[src/rtl/check_3_times.sv]
// check_3_times: synchronized (optionally debounced) push-button press counter, count modulo 4.
// Ports:
//   clk       - system clock, rising edge
//   rst       - synchronous reset, active-high
//   btn       - raw asynchronous button level
//   count_3   - registered press count 0..3
//   reached_3 - registered, high exactly while count_3 == 3
//   press     - registered one-clk pulse per accepted press
// Build option CHECK3_DEBOUNCE_EN inserts a debounce filter ahead of the level register.
module check_3_times #(
    parameter int SYNC_STAGES     = 2,
    parameter int DEBOUNCE_CYCLES = 4,
    parameter int WRAP            = 1
) (
    input  logic       clk,
    input  logic       rst,
    input  logic       btn,
    output logic [1:0] count_3,
    output logic       reached_3,
    output logic       press
);

    logic [SYNC_STAGES-1:0] sync_q;
    logic                   sync_lvl;
    logic                   level;
    logic                   prev_q;
    logic                   rise;
    logic [1:0]             count_nxt;

    assign sync_lvl = sync_q[SYNC_STAGES-1];

`ifdef CHECK3_DEBOUNCE_EN
    localparam int WARM = SYNC_STAGES + DEBOUNCE_CYCLES;
    localparam int DW   = $clog2(DEBOUNCE_CYCLES + 1);

    logic [DW-1:0] db_cnt;
    logic          level_q;

    // Accept a new level only after DEBOUNCE_CYCLES consecutive
    // differing samples; any agreeing sample restarts the run.
    always_ff @(posedge clk) begin
        if (rst) begin
            db_cnt  <= '0;
            level_q <= 1'b0;
        end else if (sync_lvl == level_q) begin
            db_cnt <= '0;
        end else if (db_cnt == DW'(DEBOUNCE_CYCLES - 1)) begin
            level_q <= sync_lvl;
            db_cnt  <= '0;
        end else begin
            db_cnt <= db_cnt + 1'b1;
        end
    end

    assign level = level_q;
`else
    localparam int WARM = SYNC_STAGES;

    assign level = sync_lvl;
`endif

    localparam int WW = $clog2(WARM + 1);

    // Reset clears the synchronizer, so for WARM cycles afterwards the
    // level path does not yet reflect the real button. prev is held at 1
    // until then, so a button held across reset release is not a press.
    logic [WW-1:0] warm_q;
    logic          armed;

    assign armed = (warm_q == WW'(WARM));
    assign rise  = level & ~prev_q;

    always_comb begin
        count_nxt = count_3 + 2'd1;
        if (count_3 == 2'd3) begin
            count_nxt = (WRAP != 0) ? 2'd0 : 2'd3;
        end
    end

    always_ff @(posedge clk) begin
        if (rst) begin
            sync_q    <= '0;
            prev_q    <= 1'b1;
            warm_q    <= '0;
            count_3   <= 2'd0;
            reached_3 <= 1'b0;
            press     <= 1'b0;
        end else begin
            sync_q <= {sync_q[SYNC_STAGES-2:0], btn};
            if (!armed) begin
                warm_q <= warm_q + 1'b1;
            end
            prev_q <= armed ? level : 1'b1;
            press  <= rise;
            if (rise) begin
                count_3   <= count_nxt;
                reached_3 <= (count_nxt == 2'd3);
            end
        end
    end

endmodule

[config.mk]
export PLATFORM = sky130hd
export DESIGN_NAME = check_3_times
export DESIGN_NICKNAME = d
export VERILOG_FILES = /design/src/rtl/check_3_times.sv
export SDC_FILE = /design/constraint.sdc
export NUM_CORES = 1
export LEC_CHECK = 0
export CORE_AREA = 2 2 39 41
export CTS_BUF_LIST = sky130_fd_sc_hd__clkbuf_8
export DETAILED_ROUTE_END_ITERATION = 6
export DIE_AREA = 0 0 41 43
export DONT_BUFFER_PORTS = 1
export PLACE_DENSITY = 0.36
export SLEW_MARGIN = 20
export SYNTH_ARGS = -nofsm -noshare
export SYNTH_HDL_FRONTEND = slang
export SYNTH_SLANG_ARGS = --single-unit
export TNS_END_PERCENT = 20
[constraint.sdc]
create_clock -name clk -period 1.05 [get_ports clk]
set_input_delay 0.315 -clock clk [delete_from_list [all_inputs] [get_ports clk]]
set_output_delay 0.315 -clock clk [all_outputs]
set_load 0.01 [all_outputs]
==> run summary, run 1 <==
Longest Clk Path Bufs = 2
Slowest cell on crit path = dfxtp_2
DRT Pass-1 Iters = 2
Post-DP HPWL = 406 um
final hold viol count = 0
Root Buffer = clkbuf_8
DR vias = 221
Die Wd = 41 um
setup ws final = 0.0282 ns
CTS Buf Count = 3
sequential element share of the synthesized area = 52.2%
Final Skew = 0.00143 ns
relative slew slack = 90.6%
Placed Area = 375 um2
later-pin clock latency in the skew report = 0.23 ns
synth warn = 0
fin crit share = 97.3%
Max Fclk = 0.979 GHz
Mapped Cells = 33
CP max stage delay = 0.35 ns
Top-Level Pins = 7
crit path DAT = 0.71 ns
hold_buf cts = 0
final wirelength = 518 um
final instance area = 424 um2
Synth Cell Area = 345 um2
largest net degree at the start of global routing = 10
port bufs = 0
Synth Area per Inst = 10.5 um2
# setup viols final = 0
critical path required time = 0.73 ns
final-stage net count = 45
Setup WS pre-CTS = 0.0512 ns
initial antenna violation count = 0
status = finished, final reports clean
gpl congestion = 0.604
Worst Setup End Kind = output pin
Final Slew Violations = 0
post-DR vias/cell = 4.09
area grow syn2layout = 22.8%
Critical path buffers and inverters = 1
starting DRC count in detailed routing = 2
DRC Markers = 0
n_diodes = 0
Hold Path Depth = 1
Static Leakage = 0.000177 uW
Netlist cell types = 13
CTS Sinks = 9
postcts setup bufs = 0
core box area = 1380 um2
vias in the first global route = 218
Die Y = 43 um
Core Rows = 14
CP Launch Type = flip-flop
grt ovf = 0
Placed Instances = 50
GRT Util Overall = 7.44%
Crit Path Category = reg2out
VDD IR max = 1.06 mV
R2R cell count = 3
Yosys reg bits = 9
delay-heaviest family, CP = flip-flops
crit-path cells = buf_4
CTS clk-pin slew, worst paths = 0.04 ns
Initial Util = 25.0%
minimum clock period = 1.02 ns
global-route wire length before repair = 828 um
Power Density = 2260 nW/um2
wire per inst = 9.59 um
RSZ-0062 raised after global routing = false
Slew @ Worst Pin = 0.137 ns
hold crit path type = in2reg
Max Cap Viol = 0
Final ANT Viol Nets = 0
layout cell share with drive strength beyond 1 = 28.9%
H-tree depth = 1
DIE AREA = 1760 um2
Finished Layout Cells = 54
Fin Setup TNS = 0 ns
Crit Path Max Fanout = 5
CTS tree = yes
Synthesized Nets = 39
Crit path depth = 1
==> cell usage after synthesis, drive strengths merged <==
cell type	number	area, um2
dfxtp	9	180
nor2	8	30.0
nor2b	4	35.0
ha	3	37.5
inv	2	7.51
mux2i	2	20.0
a211oi	1	12.5
a21oi	1	5.00
buf	1	5.00
nand2	1	3.75
xor2	1	8.76
==> cell type report <==
type                       count  area [um2]
fill                         150         960
inverter                       2        7.51
clock inverter                 1        3.75
tap                           16        20.0
multi-input combinational     21         153
sequential                     9         184
timing repair buffer           2        15.0
clock buffer                   3        41.3
==> logic make-up after synthesis <==
logic type / share of synthesized area, %
adder cells (fa/ha/maj): 10.9
AND/OR/NAND/NOR: 19.9
flip-flops: 52.2
buffers and inverters: 3.62
multiplexers: 5.80
AO/OA/AOI/OAI: 5.07
XOR/XNOR: 2.54
==> path summary, 6_finish.rpt <==
check / from / to / slack [ns]
max: count_3[0] / count_3[0] / 0.03
min: rst / count_3[1] / 0.14
max reg2reg: count_3[0] / count_3[1] / 0.09
min reg2reg: sync_q[0] / sync_q[1] / 0.44
==> state kept, by name, indices dropped and copies added, names as in the netlist <==
name       flops
sync_q         2
reached_3      1
warm_q         2
press          1
prev_q         1
count_3        2
==> cells in the final DEF (no fill, tap or decap), drive strengths merged <==
cell and instances:
xor2 1, nor2 8, buf 2, a211oi 1
inv 3, clkbuf 3, mux2i 2, nor2b 4
nand2 1, dfxtp 9, a21oi 1, ha 3
==> per-layer routing <==
layer	vias to the layer above	track usage (%)	share of wire, %
li1	113	-	-
met1	99	6.77	42
met2	9	10.6	46
met3	0	8.38	12
met4	0	2.00	0
met5	-	0	0
==> where the power goes <==
group          switching (uW)  internal [uW]
Sequential               29.3            399
Combinational            76.7           71.0
Clock                     129            254
==> metrics by stage <==
| stage | util [%] | power, uW | hold slack (ns) |
|---|---|---|---|
| 3_3_place_gp | 27.1 | 568 | 0.382 |
| 2_1_floorplan | - | 556 | 0.414 |
| 4_1_cts | 30.5 | 969 | 0.144 |
| 5_1_grt | 30.7 | 1030 | 0.131 |
| 3_5_place_dp | 27.1 | 582 | 0.385 |
| 6_report | 30.7 | 959 | 0.141 |
==> repair_timing <==
item | in CTS | in global routing
resized for setup | 1 | 2
endpoints found under the setup margin | 1 | 2
endpoints found under the hold margin | 0 | 0
No activity file was read; power rests on OpenSTA's default activity.
==> inputs of run 2 (changes only) <==
--- a/config.mk
+++ b/config.mk
@@ -5,12 +5,14 @@
 export SDC_FILE = /design/constraint.sdc
 export NUM_CORES = 1
 export LEC_CHECK = 0
+export ABC_CLOCK_PERIOD_IN_PS = 1050
 export CORE_AREA = 2 2 39 41
 export CTS_BUF_LIST = sky130_fd_sc_hd__clkbuf_8
 export DETAILED_ROUTE_END_ITERATION = 6
 export DIE_AREA = 0 0 41 43
 export DONT_BUFFER_PORTS = 1
 export PLACE_DENSITY = 0.36
+export SETUP_SLACK_MARGIN = 0.3
 export SLEW_MARGIN = 20
 export SYNTH_ARGS = -nofsm -noshare
 export SYNTH_HDL_FRONTEND = slang
==> run summary, run 2 (synthesized netlist as in run 1, its figures left out) <==
biggest regs = count_3 x2, sync_q x2, warm_q x2
Net Sw Frac = 26.6%
final wirelength = 613 um
CTS tree = yes
final-stage net count = 45
VDD IR max = 1.12 mV
Static Leakage = 0.000175 uW
Die Y = 43 um
DR vias = 228
initial antenna violation count = 0
r2r endpoint = count_3[1]
FF-to-FF Start = count_3[0]
Fin Setup TNS = 0 ns
fin crit share = 88.5%
status = finished, final reports clean
CTS Sinks = 9
critical path required time = 0.73 ns
minimum clock period = 0.929 ns
GRT Util Overall = 9.56%
DRT Pass-1 Iters = 2
relative slew slack = 91.0%
core box area = 1380 um2
post-DR vias/cell = 4.22
Worst setup endpoint = count_3[0]
Crit Path Category = reg2out
Final ANT Viol Nets = 0
RSZ-0062 raised after global routing = true
combinational share of power = 23.8%
later-pin clock latency in the skew report = 0.23 ns
Crit Path Max Fanout = 5
Setup WS pre-CTS = 0.108 ns
largest net degree at the start of global routing = 10
hold crit path type = in2reg
DIE AREA = 1760 um2
most frequent cells in the layout = nor2_1 (7), dfxtp_1 (4), clkbuf_8 (3), dfxtp_2 (3)
port bufs = 0
gpl congestion = 0.579
DRC Markers = 0
n_diodes = 0
slack of the worst reg-to-reg path = 0.14 ns
final instance area = 468 um2
grt ovf = 0
Worst Setup End Kind = output pin
Placed Instances = 48
H-tree depth = 1
final hold viol count = 0
Root Buffer = clkbuf_8
crit path DAT = 0.61 ns
wire per inst = 11.4 um
Max Fclk = 1.08 GHz
area grow syn2layout = 35.5%
Die Wd = 41 um
layout cell share with drive strength beyond 1 = 52.6%
Finished Layout Cells = 54
Initial Util = 25.0%
Reg power frac = 41.1%
Clock Power Share = 35.1%
Placed Area = 379 um2
vias in the first global route = 232
Final Slew Violations = 0
# setup viols final = 0
crit path from = count_3[0]
Top-Level Pins = 7
global-route wire length before repair = 1040 um
commonest non-fill, non-tap cell in the layout = nor2_1
Power Density = 2320 nW/um2
CP Launch Type = flip-flop
starting DRC count in detailed routing = 2
Core Rows = 14
Longest Clk Path Bufs = 2
R2R cell count = 3
Post-DP HPWL = 421 um
NetSw = 289 uW
Crit path depth = 0
Slew @ Worst Pin = 0.131 ns
Max Cap Viol = 0
Filler cells = 144
CTS Buf Count = 3
CTS clk-pin slew, worst paths = 0.04 ns
Final Skew = 0.00130 ns
Pint = 799 uW
setup ws final = 0.121 ns
worst hold slack = 0.139 ns
-- run 2: cell counts in the layout (fill, tap and decap cells not counted) --
No cell type changed its count.
-- run 2: layer usage --
layer  vias up  global-route usage [%]  share of wire [%]
met3         0                    7.85                8.8
met4         0                    4.00                  0
met1       103                    9.71                 39
met5         -                       0                  0
li1        115                       -                  -
met2        10                    13.8                 52
-- run 2: area by class of cell --
cell class              instances  area, um2  share of cell area, %
repair buffers                  2       15.0                   3.21
inverters                       2       10.0                   2.14
clock buffers                   3       41.3                   8.82
flip-flops and latches          9        191                   40.9
well taps                      16       20.0                   4.28
clock inverters                 1       3.75                  0.802
multi-input cells              21        186                   39.8
-- run 2: how the worst min path moves through the flow --
| stage | from | to | slack [ns] | cells past startpoint |
|---|---|---|---|---|
| finish | rst | count_3[0] | 0.14 | 1 |
| global route | rst | count_3[1] | 0.13 | 1 |
| CTS | rst | count_3[1] | 0.13 | 1 |
| detailed placement | rst | count_3[1] | 0.38 | 1 |
| global placement | rst | count_3[1] | 0.37 | 1 |
| floorplan | sync_q[0] | sync_q[1] | 0.41 | 1 |
-- run 2: per-stage QoR --
stage | total power, uW | util (%)
3_3_place_gp | 568 | 27.4
4_1_cts | 1050 | 32.5
5_1_grt | 1190 | 33.8
2_1_floorplan | 559 | -
3_5_place_dp | 581 | 27.4
6_report | 1090 | 33.8
-- run 2: power groups by stage --
stage | Sequential [uW] | Combinational (uW) | Clock (uW)
2_1_floorplan | 429 | 130 | 0
3_3_place_gp | 431 | 137 | 0
4_1_cts | 435 | 214 | 400
6_report | 447 | 259 | 381
5_1_grt | 453 | 317 | 417
3_5_place_dp | 435 | 146 | 0
-- run 2: timing repair --
item,in CTS,in global routing
endpoints found under the hold margin,0,0
buffers inserted,1,1
setup endpoints to repair,11,10
gates resized for setup,6,4
hold buffers,0,0
pin swaps,3,4
